===== src/rtl/ps2_tx.sv =====
// rtl/ps2_tx.sv - host-to-device PS/2 command transmitter
//
// Sends one command byte from the host to a PS/2 device using the
// sequence inhibit, request-to-send, then device-clocked data, parity
// and stop bits, then the device ACK.
//
// Ports:
//   clk, rst_n          system clock; asynchronous active-low reset
//   tx_valid, tx_data   request to send one byte; accepted when tx_ready=1
//   tx_ready, busy      idle / frame in progress (busy = ~tx_ready)
//   done                one-cycle pulse when the frame ends and the bus is idle
//   ack_err             pulses together with done if the device did not ACK
//   timeout_err         one-cycle pulse when the watchdog expires (no done)
//   ps2_clk_in          raw PS/2 clock line (asynchronous)
//   ps2_data_in         raw PS/2 data line (asynchronous)
//   ps2_clk_oe          1 = pull the PS/2 clock line low
//   ps2_data_oe         1 = pull the PS/2 data line low
module ps2_tx #(
  parameter int INHIBIT_CYCLES = 5000,
  parameter int RTS_CYCLES     = 50,
  parameter int TIMEOUT_CYCLES = 750000
) (
  input  logic       clk,
  input  logic       rst_n,
  input  logic       tx_valid,
  input  logic [7:0] tx_data,
  output logic       tx_ready,
  output logic       busy,
  output logic       done,
  output logic       ack_err,
  output logic       timeout_err,
  input  logic       ps2_clk_in,
  input  logic       ps2_data_in,
  output logic       ps2_clk_oe,
  output logic       ps2_data_oe
);

  localparam int MAX_PHASE = (INHIBIT_CYCLES > RTS_CYCLES) ? INHIBIT_CYCLES : RTS_CYCLES;
  localparam int MAX_PARAM = (MAX_PHASE > TIMEOUT_CYCLES) ? MAX_PHASE : TIMEOUT_CYCLES;
  localparam int CW        = $clog2(MAX_PARAM) + 1;

  localparam logic [CW-1:0] INHIBIT_LAST = CW'(INHIBIT_CYCLES - 1);
  localparam logic [CW-1:0] RTS_LAST     = CW'(RTS_CYCLES - 1);
  localparam logic [CW-1:0] WD_LIMIT     = CW'(TIMEOUT_CYCLES);

  typedef enum logic [2:0] {
    S_IDLE,
    S_INHIBIT,
    S_RTS,
    S_DATA,
    S_ACK,
    S_WAIT_IDLE
  } state_t;

  state_t          state, state_nx;
  logic [CW-1:0]   phase_cnt, phase_cnt_nx;
  logic [CW-1:0]   wd_cnt, wd_cnt_nx;
  logic [3:0]      edge_cnt, edge_cnt_nx;
  logic [7:0]      shift, shift_nx;
  logic            parity, parity_nx;
  logic            ack_bad, ack_bad_nx;
  logic            clk_oe_q, clk_oe_nx;
  logic            data_oe_q, data_oe_nx;
  logic            done_c, ack_err_c, timeout_c;

  // Two-stage synchronizers; the extra clk_prev stage gives the edge detector
  // a clean previous value. Bus idles high, so all stages reset to 1.
  logic clk_s1, clk_s2, clk_prev;
  logic data_s1, data_s2;
  logic fall;

  always_ff @(posedge clk or negedge rst_n) begin
    if (!rst_n) begin
      clk_s1   <= 1'b1;
      clk_s2   <= 1'b1;
      clk_prev <= 1'b1;
      data_s1  <= 1'b1;
      data_s2  <= 1'b1;
    end else begin
      clk_s1   <= ps2_clk_in;
      clk_s2   <= clk_s1;
      clk_prev <= clk_s2;
      data_s1  <= ps2_data_in;
      data_s2  <= data_s1;
    end
  end

  assign fall = clk_prev & ~clk_s2;

  always_ff @(posedge clk or negedge rst_n) begin
    if (!rst_n) begin
      state     <= S_IDLE;
      phase_cnt <= '0;
      wd_cnt    <= '0;
      edge_cnt  <= '0;
      shift     <= '0;
      parity    <= 1'b0;
      ack_bad   <= 1'b0;
      clk_oe_q  <= 1'b0;
      data_oe_q <= 1'b0;
    end else begin
      state     <= state_nx;
      phase_cnt <= phase_cnt_nx;
      wd_cnt    <= wd_cnt_nx;
      edge_cnt  <= edge_cnt_nx;
      shift     <= shift_nx;
      parity    <= parity_nx;
      ack_bad   <= ack_bad_nx;
      clk_oe_q  <= clk_oe_nx;
      data_oe_q <= data_oe_nx;
    end
  end

  always_comb begin
    state_nx     = state;
    phase_cnt_nx = phase_cnt;
    wd_cnt_nx    = wd_cnt;
    edge_cnt_nx  = edge_cnt;
    shift_nx     = shift;
    parity_nx    = parity;
    ack_bad_nx   = ack_bad;
    clk_oe_nx    = clk_oe_q;
    data_oe_nx   = data_oe_q;
    done_c       = 1'b0;
    ack_err_c    = 1'b0;
    timeout_c    = 1'b0;

    case (state)
      S_IDLE: begin
        if (tx_valid) begin
          shift_nx     = tx_data;
          parity_nx    = ~^tx_data;
          edge_cnt_nx  = '0;
          phase_cnt_nx = '0;
          ack_bad_nx   = 1'b0;
          clk_oe_nx    = 1'b1;
          data_oe_nx   = 1'b0;
          state_nx     = S_INHIBIT;
        end
      end

      S_INHIBIT: begin
        if (phase_cnt == INHIBIT_LAST) begin
          phase_cnt_nx = '0;
          data_oe_nx   = 1'b1;        // start bit
          state_nx     = S_RTS;
        end else begin
          phase_cnt_nx = phase_cnt + 1'b1;
        end
      end

      S_RTS: begin
        if (phase_cnt == RTS_LAST) begin
          clk_oe_nx = 1'b0;           // hand the clock to the device
          wd_cnt_nx = '0;
          state_nx  = S_DATA;
        end else begin
          phase_cnt_nx = phase_cnt + 1'b1;
        end
      end

      S_DATA, S_ACK, S_WAIT_IDLE: begin
        wd_cnt_nx = wd_cnt + 1'b1;
        // The watchdog wins over any bus event in the same cycle.
        if (wd_cnt == WD_LIMIT) begin
          timeout_c  = 1'b1;
          clk_oe_nx  = 1'b0;
          data_oe_nx = 1'b0;
          state_nx   = S_IDLE;
        end else if (state == S_DATA) begin
          if (fall) begin
            edge_cnt_nx = edge_cnt + 1'b1;
            if (edge_cnt < 4'd8) begin
              data_oe_nx = ~shift[0];
              shift_nx   = {1'b0, shift[7:1]};
            end else if (edge_cnt == 4'd8) begin
              data_oe_nx = ~parity;
            end else begin
              data_oe_nx = 1'b0;      // stop bit: release data
              state_nx   = S_ACK;
            end
          end
        end else if (state == S_ACK) begin
          if (fall) begin
            edge_cnt_nx = edge_cnt + 1'b1;
            ack_bad_nx  = data_s2;
            state_nx    = S_WAIT_IDLE;
          end
        end else begin
          if (clk_s2 && data_s2) begin
            done_c    = 1'b1;
            ack_err_c = ack_bad;
            state_nx  = S_IDLE;
          end
        end
      end

      default: begin
        clk_oe_nx  = 1'b0;
        data_oe_nx = 1'b0;
        state_nx   = S_IDLE;
      end
    endcase
  end

  assign tx_ready    = (state == S_IDLE);
  assign busy        = ~tx_ready;
  assign done        = done_c;
  assign ack_err     = ack_err_c;
  assign timeout_err = timeout_c;
  assign ps2_clk_oe  = clk_oe_q;
  assign ps2_data_oe = data_oe_q;

endmodule


===== config.mk =====
export PLATFORM = sky130hd
export DESIGN_NAME = ps2_tx
export DESIGN_NICKNAME = d
export VERILOG_FILES = /design/src/rtl/ps2_tx.sv
export SDC_FILE = /design/constraint.sdc
export NUM_CORES = 1
export LEC_CHECK = 0
export CAP_MARGIN = 30
export CORE_UTILIZATION = 45
export CTS_CLUSTER_DIAMETER = 200
export CTS_CLUSTER_SIZE = 8
export DETAILED_ROUTE_END_ITERATION = 10
export SLEW_MARGIN = 0
export SYNTH_ARGS = -nofsm -noshare
export SYNTH_HDL_FRONTEND = slang
export SYNTH_SLANG_ARGS = --single-unit

===== constraint.sdc =====
create_clock -name clk -period 4.6 [get_ports clk]
set_input_delay 0.92 -clock clk [delete_from_list [all_inputs] [get_ports clk]]
set_output_delay 0.92 -clock clk [all_outputs]
set_load 0.01 [all_outputs]

==> run summary <==
The run gives 0 as the hold violation count in the final report. Buffers inserted during clock tree synthesis total 9. The tools report the post-cts repair resize count as 0.

After floorplanning, the core was divided into 32 placement rows. The remaining design rule violation count came out at 0. The iteration count of the initial detailed-routing pass came out at 5. The die is 92.09 µm tall. For this run, the leading register cell type out of synthesis is sky130_fd_sc_hd__dfrtp_1.

The tools report the instance count of the mapped netlist as 392. The DRC marker count from the first detailed-route iteration came out at 96. The logs give 0.8077 ns for the least setup slack across all paths after layout and 0.0002920 W for the switching power. The effective utilization at floorplan came out at 0.4678. The final setup violation count was 0; the number of synthesized flops with an enable pin was 0. Routability-driven placement finished with a final weighted congestion of 0.8320. For the total negative slack, the log shows 0 ns. The run gives 0.2050 as the combined global-route utilization of all metal layers. The buffer levels on the longest clock path was 2; the critical path data required time was 3.68 ns. The logs give 66 for the number of clock sinks seen by CTS and 0 for the global-route congestion overflow total. The internal power of the cells totals 0.0009214 W.

The combinational fraction of design power is 0.065, and the buffers plus inverters on the worst setup path is 2. The flow ran to the end, and the final reports show no timing, DRC or antenna violations. The run gives 0.520 as the sequential share of power. For this design the top-level I/O count stands at 20. Number of port buffers: 19. For this design, the slowest cell found on the critical path is sky130_fd_sc_hd__or4_1. The peak fanout along the critical path was 9. For the synthesis warning total, the log shows 0.

The worst hold path belongs to the class flop to flop. Dividing the synthesized area by the synthesized cell count gives 9.317 µm². The largest net degree at the start of global routing is 35, and the switching share of power is 0.2406. The clock period minus final worst setup slack came out at 3.792 ns.

Traced cell by cell, the critical path runs through inv_1, ha_1, nor4b_2, nand3_1, or4_1, nor2_1, clkdlybuf4s50_1. In this run the power density over the cells is 294.8 nW/µm². The largest clock skew in the final design is 0.01046 ns, and the overall power is 0.001213 W. Setup repair after global routing left no endpoint under its margin.

The period utilization was 0.8244. The number of slew-limit violations in the final report is 0, and the full die area is 8481 µm². The ratio of cells with drive above 1 in the final layout is 0.09375.

Worst supply voltage drop on vdd: 0.0001836 V. The core footprint was 7807 µm². In this run the remaining antenna-violating nets after routing total 0. The unique cell type count in the Yosys netlist was 62.

For the headroom to the max-slew limit, the log shows 0.4457. The worst setup path is of the flop to output port kind. The run gives 3652 µm² as the post-synthesis instance area.

The tools report the worst hold margin as 0.3434 ns. The analysis attributes to cell leakage a power of 1.783 nW. After clock tree synthesis, the flow added hold-fix buffers numbering 0. The run gives 2804 as the via count of the first global-routing pass.

The first global-routing pass estimated 13500 µm of wire. At the worst endpoint, the arrival time is 2.87 ns. The clock network power share was 0.415; the fmax was 0.2637 GHz. For the deepest level of the CTS H-tree, the log shows 3. The category of cells accounting for the largest share of critical-path delay was simple AND/OR/NAND/NOR gates. Share of flip-flops with an asynchronous set or reset after synthesis: 1.000. In this run the post-CTS setup repair buffer count came out at 0. The growth of design area from synthesis to finish came out at 12.68%. The run gives 0.35 ns as the worst-skew pair later-pin latency.

On the worst path, the slowest cell contributes a delay of 0.76 ns. The post-layout instance area is 4115 µm², and the transition time at the pin with the least slew margin is 0.8298 ns. The tools report the number of nets in the layout as 430. Across all layers, the routed design uses 2791 vias. The category of the worst setup path launch point is a flop. The via-per-instance ratio works out to 5.388. The final antenna diode count is 0, and the portion of the post-synthesis area used by sequential elements is 0.4539. The synthesized design contains 66 register bits. Initial antenna violation count: 0. The routed design has 7676 µm of wire.

Detailed placement ended at an HPWL of 5264 µm. The average routed wire per standard cell is 14.82 µm. After clock tree synthesis, the clock-pin slew on the worst setup and hold paths is 0.08 ns. The placed cell area was 3918 µm²; the max capacitance violation total was 0. TritonCTS built the clock tree. OpenSTA, run right after detailed placement, puts the worst setup slack at 1.177 ns. The root buffer cell chosen for the clock tree is sky130_fd_sc_hd__clkbuf_8. The floorplan die width works out to 92.09 µm. Synthesis produced a netlist with a net count of 411.

The worst setup path is captured at an output port.
==> stage by stage <==
step / std cells / utilization
final: 518 / 0.5271
after global routing: 518 / 0.5271
after CTS: 518 / 0.5271
after detailed placement: 502 / 0.5018
after global placement: 501 / 0.5011
after floorplan: 392 / -
==> kinds of logic (layout without fill, tap and decap cells) <==
| logic type | Yosys count | count (layout) | share of synthesized area |
|---|---|---|---|
| AND/OR/NAND/NOR | 190 | 190 | 0.2703 |
| flip-flops | 66 | 66 | 0.4539 |
| AO/OA/AOI/OAI | 61 | 61 | 0.1196 |
| XOR/XNOR | 43 | 43 | 0.1031 |
| buffers and inverters | 25 | 49 | 0.02980 |
| adder cells (fa/ha/maj) | 6 | 6 | 0.02055 |
| multiplexers | 1 | 1 | 0.002741 |
==> Yosys cell counts, types with 7 or more instances <==
cell                       number  area, µm²
sky130_fd_sc_hd__a31oi_1        9      56.30
sky130_fd_sc_hd__nand3_1       20      100.1
sky130_fd_sc_hd__dfrtp_1       61       1526
sky130_fd_sc_hd__o21ai_0       10      50.05
sky130_fd_sc_hd__nor2_1        57      214.0
sky130_fd_sc_hd__inv_1         11      41.29
sky130_fd_sc_hd__xor2_1        29      254.0
sky130_fd_sc_hd__a21oi_1       10      50.05
sky130_fd_sc_hd__and2_1         7      43.79
sky130_fd_sc_hd__nand4_1        8      50.05
sky130_fd_sc_hd__clkbuf_1       8      30.03
sky130_fd_sc_hd__xnor2_1       14      122.6
sky130_fd_sc_hd__nand2_1       48      180.2
==> routing by layer <==
layer / part of all wire / wire (µm) / GRT usage / vias to the layer above
met2: 0.47 / 3607 / 0.3352 / 30
met3: 0.029 / 224 / 0.05224 / 11
met1: 0.48 / 3703 / 0.2609 / 1352
met4: 0.018 / 140 / 0.07682 / 0
li1: - / - / - / 1398
met5: 0 / 0 / 0 / -
==> flip-flops by register name, summed over array words and instances (netlist names) <==
| signal | count |
|---|---|
| clk_prev | 1 |
| state | 3 |
| wd_cnt | 21 |
| shift | 8 |
| clk_s1 | 1 |
| ack_bad | 1 |
| phase_cnt | 21 |
| parity | 1 |
| data_s2 | 1 |
| clk_s2 | 1 |
| ps2_data_oe | 1 |
| edge_cnt | 4 |
| ps2_clk_oe | 1 |
| data_s1 | 1 |
==> power by group through the flow <==
stage | Combinational [W] | Sequential [W] | Clock (W)
3_5_place_dp | 0.0000790 | 0.000641 | 0
3_3_place_gp | 0.0000779 | 0.000641 | 0
4_1_cts | 0.0000802 | 0.000631 | 0.000519
6_report | 0.0000793 | 0.000631 | 0.000503
5_1_grt | 0.0000907 | 0.000633 | 0.000541
2_1_floorplan | 0.0000475 | 0.000635 | 0
==> cell usage in the layout (no fill, tap or decap), types with 3 or more instances in the layout <==
| cell type | count |
|---|---|
| sky130_fd_sc_hd__a211oi_1 | 4 |
| sky130_fd_sc_hd__a21o_1 | 5 |
| sky130_fd_sc_hd__a21oi_1 | 10 |
| sky130_fd_sc_hd__a31oi_1 | 9 |
| sky130_fd_sc_hd__and2_1 | 7 |
| sky130_fd_sc_hd__and3_1 | 6 |
| sky130_fd_sc_hd__and4_1 | 5 |
| sky130_fd_sc_hd__clkbuf_1 | 3 |
| sky130_fd_sc_hd__clkbuf_8 | 11 |
| sky130_fd_sc_hd__clkdlybuf4s50_1 | 18 |
| sky130_fd_sc_hd__dfrtp_1 | 61 |
| sky130_fd_sc_hd__dfstp_2 | 5 |
| sky130_fd_sc_hd__ha_1 | 6 |
| sky130_fd_sc_hd__inv_1 | 11 |
| sky130_fd_sc_hd__nand2_1 | 48 |
| sky130_fd_sc_hd__nand2b_1 | 6 |
| sky130_fd_sc_hd__nand3_1 | 20 |
| sky130_fd_sc_hd__nand4_1 | 8 |
| sky130_fd_sc_hd__nor2_1 | 57 |
| sky130_fd_sc_hd__nor3_1 | 6 |
| sky130_fd_sc_hd__nor4_1 | 6 |
| sky130_fd_sc_hd__o21ai_0 | 10 |
| sky130_fd_sc_hd__o31ai_1 | 3 |
| sky130_fd_sc_hd__or3_1 | 3 |
| sky130_fd_sc_hd__xnor2_1 | 14 |
| sky130_fd_sc_hd__xor2_1 | 29 |
==> path summary, 6_finish.rpt <==
| path | from | cells past startpoint | endpoint | slack [ns] |
|---|---|---|---|---|
| max | wd_cnt[0] | 7 | timeout_err | 0.81 |
| min | clk_s1 | 0 | clk_s2 | 0.34 |
| max reg2reg | state[2] | 6 | wd_cnt[18] | 2.01 |
| min reg2reg | clk_s1 | 0 | clk_s2 | 0.34 |
| max in group asynchronous | rst_n | 2 | data_s2 | 3.02 |
| min in group asynchronous | rst_n | 1 | wd_cnt[7] | 0.63 |
==> layout make-up <==
class,instances,area (µm²)
tap,102,127.6
clock buffer,14,162.7
fill,727,3692
multi-input combinational,301,1886
inverter,11,41.29
clock inverter,2,35.03
timing repair buffer,22,205.2
sequential,66,1658
Note: power is estimated with default switching activity, not from simulation.
